**src/rtl/tap_controller.sv**
```systemverilog
// IEEE 1149.1 TAP controller with a 4-bit instruction register, a 1-bit bypass
// register and one-hot DR selection. All outputs are decoded from registered
// state, so tms never reaches an output combinationally.
// Optional feature macro: USERCODE_INSTR_EN enables the USERCODE opcode 4'b0011.
// When the macro is not defined, that opcode decodes to BYPASS.
module tap_controller (
    input  logic       tck,
    input  logic       trst,
    input  logic       tms,
    input  logic       tdi,
    input  logic       idcode_tdo,
    input  logic       bsr_tdo,
    input  logic       usercode_tdo,
    output logic       clockDR,
    output logic       captureDR,
    output logic       shiftDR,
    output logic       updateDR,
    output logic       select_idcode,
    output logic       select_bypass,
    output logic       select_bsr,
    output logic       select_usercode,
    output logic [3:0] ir,
    output logic       tdo,
    output logic       tdo_en
);

    localparam logic [3:0] TLR      = 4'h0;
    localparam logic [3:0] RTI      = 4'h1;
    localparam logic [3:0] SEL_DR   = 4'h2;
    localparam logic [3:0] CAP_DR   = 4'h3;
    localparam logic [3:0] SH_DR    = 4'h4;
    localparam logic [3:0] EX1_DR   = 4'h5;
    localparam logic [3:0] PAUSE_DR = 4'h6;
    localparam logic [3:0] EX2_DR   = 4'h7;
    localparam logic [3:0] UPD_DR   = 4'h8;
    localparam logic [3:0] SEL_IR   = 4'h9;
    localparam logic [3:0] CAP_IR   = 4'hA;
    localparam logic [3:0] SH_IR    = 4'hB;
    localparam logic [3:0] EX1_IR   = 4'hC;
    localparam logic [3:0] PAUSE_IR = 4'hD;
    localparam logic [3:0] EX2_IR   = 4'hE;
    localparam logic [3:0] UPD_IR   = 4'hF;

    localparam logic [3:0] IDCODE_OP = 4'b0001;

    logic [3:0] state;
    logic [3:0] state_next;
    logic [3:0] ir_shift;
    logic       bypass_reg;

    // Next-state function of the 16-state TAP FSM.
    always_comb begin
        state_next = state;
        case (state)
            TLR:      state_next = tms ? TLR      : RTI;
            RTI:      state_next = tms ? SEL_DR   : RTI;
            SEL_DR:   state_next = tms ? SEL_IR   : CAP_DR;
            CAP_DR:   state_next = tms ? EX1_DR   : SH_DR;
            SH_DR:    state_next = tms ? EX1_DR   : SH_DR;
            EX1_DR:   state_next = tms ? UPD_DR   : PAUSE_DR;
            PAUSE_DR: state_next = tms ? EX2_DR   : PAUSE_DR;
            EX2_DR:   state_next = tms ? UPD_DR   : SH_DR;
            UPD_DR:   state_next = tms ? SEL_DR   : RTI;
            SEL_IR:   state_next = tms ? TLR      : CAP_IR;
            CAP_IR:   state_next = tms ? EX1_IR   : SH_IR;
            SH_IR:    state_next = tms ? EX1_IR   : SH_IR;
            EX1_IR:   state_next = tms ? UPD_IR   : PAUSE_IR;
            PAUSE_IR: state_next = tms ? EX2_IR   : PAUSE_IR;
            EX2_IR:   state_next = tms ? UPD_IR   : SH_IR;
            UPD_IR:   state_next = tms ? SEL_DR   : RTI;
            default:  state_next = TLR;
        endcase
    end

    // State register; trst wins over tms.
    always_ff @(posedge tck) begin
        if (trst) state <= TLR;
        else      state <= state_next;
    end

    // IR shift register: forced to IDCODE on arrival in TLR so it already
    // reads 4'b0001 during the first TLR cycle.
    always_ff @(posedge tck) begin
        if (trst || state_next == TLR) ir_shift <= IDCODE_OP;
        else if (state == CAP_IR)      ir_shift <= IDCODE_OP;
        else if (state == SH_IR)       ir_shift <= {tdi, ir_shift[3:1]};
    end

    // Instruction register: updated on the edge leaving Update-IR.
    always_ff @(posedge tck) begin
        if (trst || state_next == TLR) ir <= IDCODE_OP;
        else if (state == UPD_IR)      ir <= ir_shift;
    end

    // Bypass register: captures 0, then shifts tdi while BYPASS is selected.
    always_ff @(posedge tck) begin
        if (trst)                                   bypass_reg <= 1'b0;
        else if (select_bypass && state == CAP_DR)  bypass_reg <= 1'b0;
        else if (select_bypass && state == SH_DR)   bypass_reg <= tdi;
    end

    // One-hot DR select decoded from the current instruction.
    always_comb begin
        select_idcode   = 1'b0;
        select_bypass   = 1'b0;
        select_bsr      = 1'b0;
        select_usercode = 1'b0;
        case (ir)
            4'b0000, 4'b0010: select_bsr      = 1'b1;
            4'b0001:          select_idcode   = 1'b1;
`ifdef USERCODE_INSTR_EN
            4'b0011:          select_usercode = 1'b1;
`endif
            default:          select_bypass   = 1'b1;
        endcase
    end

`ifndef USERCODE_INSTR_EN
    logic unused_usercode_tdo;
    assign unused_usercode_tdo = usercode_tdo;
`endif

    // Strobes decoded purely from the registered state.
    assign captureDR = (state == CAP_DR);
    assign shiftDR   = (state == SH_DR);
    assign updateDR  = (state == UPD_DR);
    assign clockDR   = captureDR | shiftDR;
    assign tdo_en    = (state == SH_IR) | shiftDR;

    // Serial output mux from registered sources.
    always_comb begin
        tdo = 1'b0;
        if (state == SH_IR) begin
            tdo = ir_shift[0];
        end else if (state == SH_DR) begin
            if (select_idcode)        tdo = idcode_tdo;
            else if (select_bsr)      tdo = bsr_tdo;
`ifdef USERCODE_INSTR_EN
            else if (select_usercode) tdo = usercode_tdo;
`endif
            else                      tdo = bypass_reg;
        end
    end

endmodule

```
**config.mk**
```make
export PLATFORM = sky130hd
export DESIGN_NAME = tap_controller
export DESIGN_NICKNAME = d
export VERILOG_FILES = /design/src/rtl/tap_controller.sv
export SDC_FILE = /design/constraint.sdc
export NUM_CORES = 1
export LEC_CHECK = 0
export BUFFER_PORTS_ARGS = -buffer_cell sky130_fd_sc_hd__buf_4
export CAP_MARGIN = 20
export CORE_UTILIZATION = 51
export CTS_CLUSTER_SIZE = 8
export DETAILED_ROUTE_END_ITERATION = 10
export PLACE_DENSITY = 0.76
export REMOVE_ABC_BUFFERS = 1
export SLEW_MARGIN = 40
export SYNTH_ARGS = -nofsm -noshare
export SYNTH_HDL_FRONTEND = slang
export SYNTH_SLANG_ARGS = --single-unit
export TNS_END_PERCENT = 30
```
**constraint.sdc**
```tcl
create_clock -name tck -period 2.05 [get_ports tck]
set_input_delay 0.615 -clock tck [delete_from_list [all_inputs] [get_ports tck]]
set_output_delay 0.615 -clock tck [all_outputs]
set_load 0.01 [all_outputs]
```
==> flow_summary_export.csv <==
group,metric,value,unit
finish,finalNetCount,126,
sta,rsz0062_at_grt,"no",
worst_setup_path,cp.arrival,1.36,ns
min_path,hold_depth,2,
placement,dp_hpwl,1310,um
logic_synthesis,ys.warnings.count,0,
worst_setup_path,r2r_slack,0.47,ns
sta,finalMaxSlewViolations,0,
detailed_routing,drtIter0Drc,25,
global_routing,antenna_found_initial,0,
sta,post-route-min-period,1.98,ns
worst_setup_path,cp.required,1.43,ns
logic_synthesis,ys_ff_latch,13,
worst_setup_path,worst-path-buf-inv,3,
pwr,total_power,505,uW
clocking,clkSinkCount,13,
die,start_util,54.7,%
min_path,hold_end,"bypass_reg$_SDFFE_PP0P_",
placement,io_buffers,18,
worst_setup_path,worst_path_largest_cell_delay,0.38,ns
min_path,hold_path_startpoint,"bypass_reg$_SDFFE_PP0P_",
worst_setup_path,worstReg2RegStart,"state[0]$_SDFF_PP0_",
worst_setup_path,r2r_end,"state[3]$_SDFF_PP0_",
finish,most-common-layout-cells,"22 x buf_4, 8 x nor3_1, 8 x dfxtp_1",
clocking,path_clk_slew,0.08,ns
logic_synthesis,ys_types,38,
worst_setup_path,start_kind,"register",
detailed_routing,via_per_inst,5.90,
worst_setup_path,crit_path_end_kind,"primary output",
finish,mostFrequentLayoutCell,"buf_4",
placement,gp_congestion,0.867,
detailed_routing,wl_per_cell,14.0,um
die,io_pins,21,
global_routing,grt_pass1_wl,2910,um
sta,finalCritPeriodShare,96.5,%
sta,finalHoldViolations,0,
placement,placed_cell_area,962,um2
finish,nFillCells,137,
detailed_routing,drt_wl_total,1880,um
clocking,tritoncts,"done",
global_routing,grt_pass1_vias,702,
sta,setup-violations-final,0,
detailed_routing,dr.pass1.iters,4,
clocking,ctsHoldBuffers,0,
detailed_routing,via_count,790,
worst_setup_path,worstPathCellList,"buf_6 -> inv_1 -> nor4_1 -> buf_4",
worst_setup_path,cp_max_fo,15,
pwr,cellLeakagePower,0.000460,uW
status,status,"finished, final reports clean",
clocking,clk_latency,0.27,ns
worst_setup_path,crit_type,"register to primary output",
finish,drive_gt1_share,33.1,%
finish,diodes,0,
clocking,cts_made_buffers,3,
worst_setup_path,crit_family,"buffers and inverters",
sta,clock_skew,0.00835,ns
worst_setup_path,rr_worst_depth,4,
pwr,p_per_area,499,nW/um2
logic_synthesis,synth_cells,101,
logic_synthesis,syn_area,823,um2
detailed_routing,drc,0,
job,maxCapViolCount,0,
finish,syn_to_final_growth,22.9,%
die,dieArea,1780,um2
clocking,cts-root-buf,"clkbuf_4",
die,num_rows,14,
global_routing,track_usage,21.4,%
sta,finalSetupTns,0,ns
logic_synthesis,seq_area_frac_synth,31.6,%
die,die_x,42.2,um
pwr,peakVddDrop,0.310,mV
clocking,clock_path_buffers,2,
die,fp.dieH,42.2,um
finish,design_area,1010,um2
detailed_routing,postRouteAntennaNets,0,
sta,fmax,506,MHz
worst_setup_path,crit_slowest_cell,"dfxtp_2",
global_routing,grt_overflow,0,
die,core,1510,um2
clocking,cts_max_level,1,
global_routing,grt_max_degree,16,
finish,top_regs,"ir (4), ir_shift (4), state (4)",
logic_synthesis,synth.avg_cell_area,8.15,um2
min_path,hp-class,"register to register",
## final cells by class
type,count,area (um2),share of cell area (%)
multi-input combinational,75,512,50.6
clock buffer,4,26.3,2.60
timing repair buffer,23,176,17.4
inverter,3,11.3,1.11
sequential,13,267,26.3
tap,16,20.0,1.98
## worst register-to-register path, cell delays in order (launching register included)
cell	delay, ns
dfxtp_2	0.40
buf_4	0.22
nor2b_1	0.26
nor3_1	0.08
a2111oi_0	0.47
## worst max path at each step
stage / startpoint / endpoint / slack [ns] / cells past startpoint
after global placement: bsr_tdo / tdo / 0.14 / 5
final: state[3]$_SDFF_PP0_ / updateDR / 0.07 / 4
after global routing: ir[1]$_SDFFE_PP0P_ / tdo / 0.0006 / 5
after floorplan: state[2]$_SDFF_PP0_ / tdo / 0.02 / 3
after CTS: state[3]$_SDFF_PP0_ / clockDR / 0.02 / 3
after detailed placement: bsr_tdo / tdo / 0.16 / 5
## report_power, final
group | leakage (uW) | switching [uW] | total [uW] | internal (uW)
logic | 0.000338 | 48.1 | 86.7 | 38.7
clock network | 0.0000150 | 77.0 | 152 | 75.3
registers | 0.000106 | 8.59 | 266 | 258
total | 0.000460 | 134 | 505 | 372
## cell usage after synthesis (all sizes together)
master | n | area [um2]
a211o | 2 | 17.5
dfxtp | 13 | 260
nor4 | 1 | 6.26
nand2b | 6 | 37.5
nor2b | 3 | 18.8
clkbuf | 2 | 7.51
nor3 | 9 | 45.0
nand2 | 5 | 18.8
a21oi | 5 | 25.0
nand4 | 1 | 6.26
mux2 | 1 | 15.0
a2111oi | 1 | 8.76
xnor2 | 1 | 8.76
inv | 3 | 11.3
nor4b | 1 | 15.0
conb | 1 | 3.75
a32oi | 1 | 8.76
and3b | 1 | 8.76
a22oi | 1 | 7.51
a31oi | 3 | 18.8
nand3 | 3 | 27.5
mux2i | 6 | 60.1
buf | 8 | 46.3
and2b | 1 | 8.76
a221oi | 1 | 8.76
a31o | 1 | 8.76
or2 | 1 | 6.26
o22a | 1 | 8.76
o22ai | 1 | 6.26
nor3b | 1 | 7.51
or3 | 2 | 12.5
o21ai | 5 | 25.0
and4bb | 1 | 12.5
xor2 | 1 | 8.76
nor2 | 7 | 26.3
## layer usage
| metal | up-vias | global-route usage [%] | part of all wire (%) |
|---|---|---|---|
| met5 | - | 0 | 0 |
| li1 | 395 | - | - |
| met3 | 2 | 4.31 | 5.6 |
| met2 | 30 | 36.9 | 49 |
| met1 | 363 | 25.5 | 44 |
| met4 | 0 | 9.38 | 1.3 |
## per-stage QoR
stage                     instances  setup slack, ns  hold WS [ns]  utilization [%]
final                           134           0.0723         0.503             67.2
after global routing            134         0.000601         0.521             67.2
after CTS                       134           0.0218         0.495             66.5
after detailed placement        130            0.155         0.477             63.9
after global placement          130            0.143         0.461             63.9
after floorplan                  91           0.0198         0.449                -
## cell families after synthesis
family	Yosys count	share of synthesized area (%)
muxes	7	9.12
DFF	13	31.6
and+or+nand+nor	43	31.3
buffers and inverters	13	7.90
xor gates and xnor gates	2	2.13
AOI/OAI and AO/OA	22	17.5
other	1	0.455
## timing repair
action	4_1_cts	5_1_grt
setup buffers	0	0
gates resized for setup	3	6
endpoints found under the setup margin	3	3
Power figures use the tool's default switching activity.
